$ cat src/rtl/clk_gen.sv
// Divides sys_clk by DIV into a 50% duty c0 and raises a sticky locked after LOCK_CYCLES.
// Latency: c0/locked/areset are registered (1 sys_clk edge); no backpressure, free-running.
module clk_gen #(
  parameter int DIV         = 2,
  parameter int LOCK_CYCLES = 16
) (
  input  logic sys_clk,
  input  logic sys_rst,
  output logic inclk0,
  output logic areset,
  output logic c0,
  output logic locked
);

  localparam int HALF = DIV / 2;
  localparam int CW   = (HALF > 1) ? $clog2(HALF) : 1;
  localparam int LW   = (LOCK_CYCLES > 1) ? $clog2(LOCK_CYCLES + 1) : 1;

  localparam logic [CW-1:0] CNT_LAST  = CW'(HALF - 1);
  localparam logic [LW-1:0] LOCK_LAST = LW'(LOCK_CYCLES - 1);

  if ((DIV < 2) || ((DIV % 2) != 0)) begin : g_bad_div
    $error("clk_gen: DIV must be an even integer >= 2");
  end
  if (LOCK_CYCLES < 1) begin : g_bad_lock
    $error("clk_gen: LOCK_CYCLES must be >= 1");
  end

  logic [CW-1:0] div_cnt;
  logic [LW-1:0] lock_cnt;

  assign inclk0 = sys_clk;

  always_ff @(posedge sys_clk) begin
    areset <= sys_rst;
    if (sys_rst) begin
      div_cnt  <= '0;
      c0       <= 1'b0;
      lock_cnt <= '0;
      locked   <= 1'b0;
    end else begin
      if (div_cnt == CNT_LAST) begin
        div_cnt <= '0;
        c0      <= ~c0;
      end else begin
        div_cnt <= div_cnt + CW'(1);
      end
      // Counter freezes at LOCK_CYCLES once locked, so it never wraps.
      if (!locked) begin
        lock_cnt <= lock_cnt + LW'(1);
        if (lock_cnt == LOCK_LAST) locked <= 1'b1;
      end
    end
  end

endmodule

$ cat config.mk
export PLATFORM = sky130hd
export DESIGN_NAME = clk_gen
export DESIGN_NICKNAME = d
export VERILOG_FILES = /design/src/rtl/clk_gen.sv
export SDC_FILE = /design/constraint.sdc
export NUM_CORES = 1
export LEC_CHECK = 0
export CELL_PAD_IN_SITES_DETAIL_PLACEMENT = 1
export CELL_PAD_IN_SITES_GLOBAL_PLACEMENT = 1
export CORE_AREA = 2 2 39 41
export DETAILED_ROUTE_END_ITERATION = 16
export DIE_AREA = 0 0 41 43
export PLACE_DENSITY_LB_ADDON = 0.1
export SLEW_MARGIN = 20
export SYNTH_ARGS = -nofsm -noshare
export SYNTH_HDL_FRONTEND = slang
export SYNTH_SLANG_ARGS = --single-unit
$ cat constraint.sdc
create_clock -name sys_clk -period 1.2 [get_ports sys_clk]
set_input_delay 0.24 -clock sys_clk [delete_from_list [all_inputs] [get_ports sys_clk]]
set_output_delay 0.24 -clock sys_clk [all_outputs]
set_load 0.005 [all_outputs]
==> summary.md <==
| Metric | Value |
|---|---|
| Pins over their slew limit | 0 |
| Slowest-stage cell, CP | dfxtp_2 |
| CP Cell Sequence | ha_4 -> and3_4 -> ha_4 -> nor2_2 -> a21oi_2 -> nor2_1 |
| FF+latch count, synth | 9 |
| Syn avg cell area | between 10 and 15 sq um |
| Startpoint Class | flip-flop |
| Worst r2r src | lock_cnt[1] |
| WP data arrival | ~1500 ps |
| CP Max Fanout | 2 |
| Row count | 14 |
| Top delay family on crit path | adder cells |
| Compound-Gate Fraction of Synth Area | 1.41% |
| Synthesis-to-layout area growth | 47.7% |
| First-pass GRT wire length | between 1 and 1.5 mm |
| Largest family of logic cells by synthesized area | simple AND/OR/NAND/NOR gates |
| Cell Count, Final, Fillers Out | 63 |
| Initial Utilization | about a quarter |
| Vias in the first global route | ~310 |
| Worst setup startpoint | lock_cnt[1] |
| Final worst setup slack | -14.8 ps |
| Post-Synth Simple-Gate Area | roughly a fifth |
| Boundary pin count | 6 |
| Crit path largest cell delay | ~340 ps |
| Fraction of layout cells with a size suffix above 1 | around 45% |
| Failing checks | negative setup slack |
| Most common cell after layout, fill and taps aside | nor2_1 |
| Critical path depth | 6 |
| Hold_sp | div_cnt |
| Synth Area in XOR/XNOR | under 10% |
| Gr ovfl total | 0 |
| Worst Path Required | roughly 1500 ps |
| Worst hold path type | reg -> reg |
| DR WL/cell | about 11 um |
| Top Layer Used | met4 |
| Crit end category | flip-flop |
| Final Cell Area | between 500 and 600 sq um |
| Diodes inserted | 0 |
| DR WL met2 | roughly 370 um |
| Overall global routing resource usage | about an eighth |
| Vias | 260 |
| Post-Synth Adder-Cell Area | under 10% |
| Drc violations | 0 |
| Die W | between 40 and 50 um |
| Clock latency on the worst-skew pair | between 300 and 400 ps |
| Hold Path Stages | 2 |
| Power Density | 1620 mW/mm^2 |
| Placed insts | 55 |
| Mux share of post-synthesis cell area | 2.83% |
| Setup TNS Final | -14.8 ps |
| Placed Instance Area | 432 sq um |
| Largest net degree at the start of global routing | 9 |
| Fin crit period | 1210 ps |
| RSZ-0062 raised after global routing | true |
| Post-Syn Nets | 37 |
| Static Leak | roughly 0.24 nW |
| Sequential element share of the synthesized area | between 50% and 60% |
| Count of cell types in the netlist | 14 |
| Vias/cell | between 4 and 5 |
| First DRT Iteration DRCs | 0 |
| Worst r2r path cells | 6 |
| Final core occ | 37.8% |
| Most frequent cells in the layout | nor2_1 (8), dfxtp_1 (6), clkbuf_4 (6) |
| Status | complete, but fails checks |
| Met3 routed WL | 26 um |
| Setup CP Type | reg -> reg |
| Largest vdd supply drop | around 0.65 mV |
| Final setup vio count | 1 |
| Mapped Cells | 33 |
| Met1 wire length | between 200 and 300 um |
| Port buffer count | 5 |
| Final Hold Vio Count | 0 |
| GP Congestion | between 0.7 and 0.8 |
| Total die area | approximately 0.0018 sq mm |
| Period utilisation layout | 101% |
| Fmax | slightly above 800 MHz |
| Pwr Total | 0.848 mW |
| Final wirelength | just over 700 um |
| Reg clk slew, reported paths | 60 ps |
| Yosys warnings | 0 |
| R2r setup slk | -10 ps |
| Die height | around 43 um |
| Initial antenna violation count | 0 |
| Crit path buffers/inverters | 0 |
| Synthesized cell area | about 350 sq um |
| CTS tree | yes |
| Max cap viols | 0 |
| DRT antenna net count | 0 |
| Drt first pass iters | 1 |
| Fin Clk Skew | roughly 1.9 ps |
| Most used cell, CP | ha_4 |
| Count of nets after finishing | 52 |
| Core area | 0.00138 sq mm |
==> power by group <==
part	internal (mW)	total (mW)	switching (mW)
Clock	0.299	0.455	0.156
Combinational	0.0365	0.0626	0.0261
Sequential	0.317	0.330	0.0128
Total	0.653	0.848	0.195
==> cells by family (layout without fill, tap and decap cells) <==
family,after synthesis,in the layout
AND/OR/NAND/NOR,12,12
other,1,1
multiplexers,1,1
buffers and inverters,3,17
AO/OA/AOI/OAI,1,1
XOR/XNOR,4,4
adder cells (fa/ha/maj),2,2
flip-flops,9,9
==> tightest hold or removal path, cell delays in order (launching register included) <==
cell     delay (ps)
dfxtp_1         320
xor2_1           70
nor2_1           80
==> what timing repair did <==
action | in CTS | in global routing
endpoints found under the setup margin | 5 | 4
hold buffers | 0 | 0
setup buffers | 0 | 1
pin swaps | 0 | 2
gates resized for setup | 8 | 7
==> final cells by class <==
type                       count  area (sq um)
tap                           16          20.0
multi-input combinational     21           188
fill                         172           861
timing repair buffer           8          67.6
sequential                     9           184
inverter                       1          3.75
clock buffer                   8          60.1
==> metrics by stage <==
| stage | setup WS [ps] | hold WS [ps] |
|---|---|---|
| final | -14.8 | 507 |
| after global routing | -63.9 | 541 |
| after CTS | -56.0 | 512 |
| after detailed placement | -79.5 | 485 |
| after global placement | -53.6 | 468 |
| after floorplan | 3.22 | 268 |
==> cell usage after synthesis <==
| library cell | count | area [sq um] |
|---|---|---|
| inv_1 | 1 | 3.75 |
| nand4b_4 | 1 | 23.8 |
| buf_4 | 1 | 7.51 |
| and3_1 | 1 | 6.26 |
| ha_1 | 2 | 25.0 |
| dfxtp_1 | 9 | 180 |
| nor2b_2 | 1 | 8.76 |
| buf_6 | 1 | 11.3 |
| a21oi_1 | 1 | 5.00 |
| mux2i_1 | 1 | 10.0 |
| nor2_1 | 9 | 33.8 |
| conb_1 | 1 | 3.75 |
| xnor2_1 | 1 | 8.76 |
| xor2_1 | 3 | 26.3 |
==> registers in the layout, indices dropped and copies added (netlist names) <==
| signal | flops |
|---|---|
| c0 | 1 |
| div_cnt | 1 |
| areset | 1 |
| lock_cnt | 5 |
| locked | 1 |
==> metal layers <==
metal	GRT usage (%)	up-vias
li1	-	128
met1	10.5	121
met2	15.6	6
met3	3.14	5
met4	18.7	0
met5	0	-
==> final timing paths <==
check / endpoint
setup reg to reg: lock_cnt[4]
hold / removal: c0
hold reg to reg: c0
setup / recovery: lock_cnt[4]
Note: power is estimated with default switching activity, not from simulation.
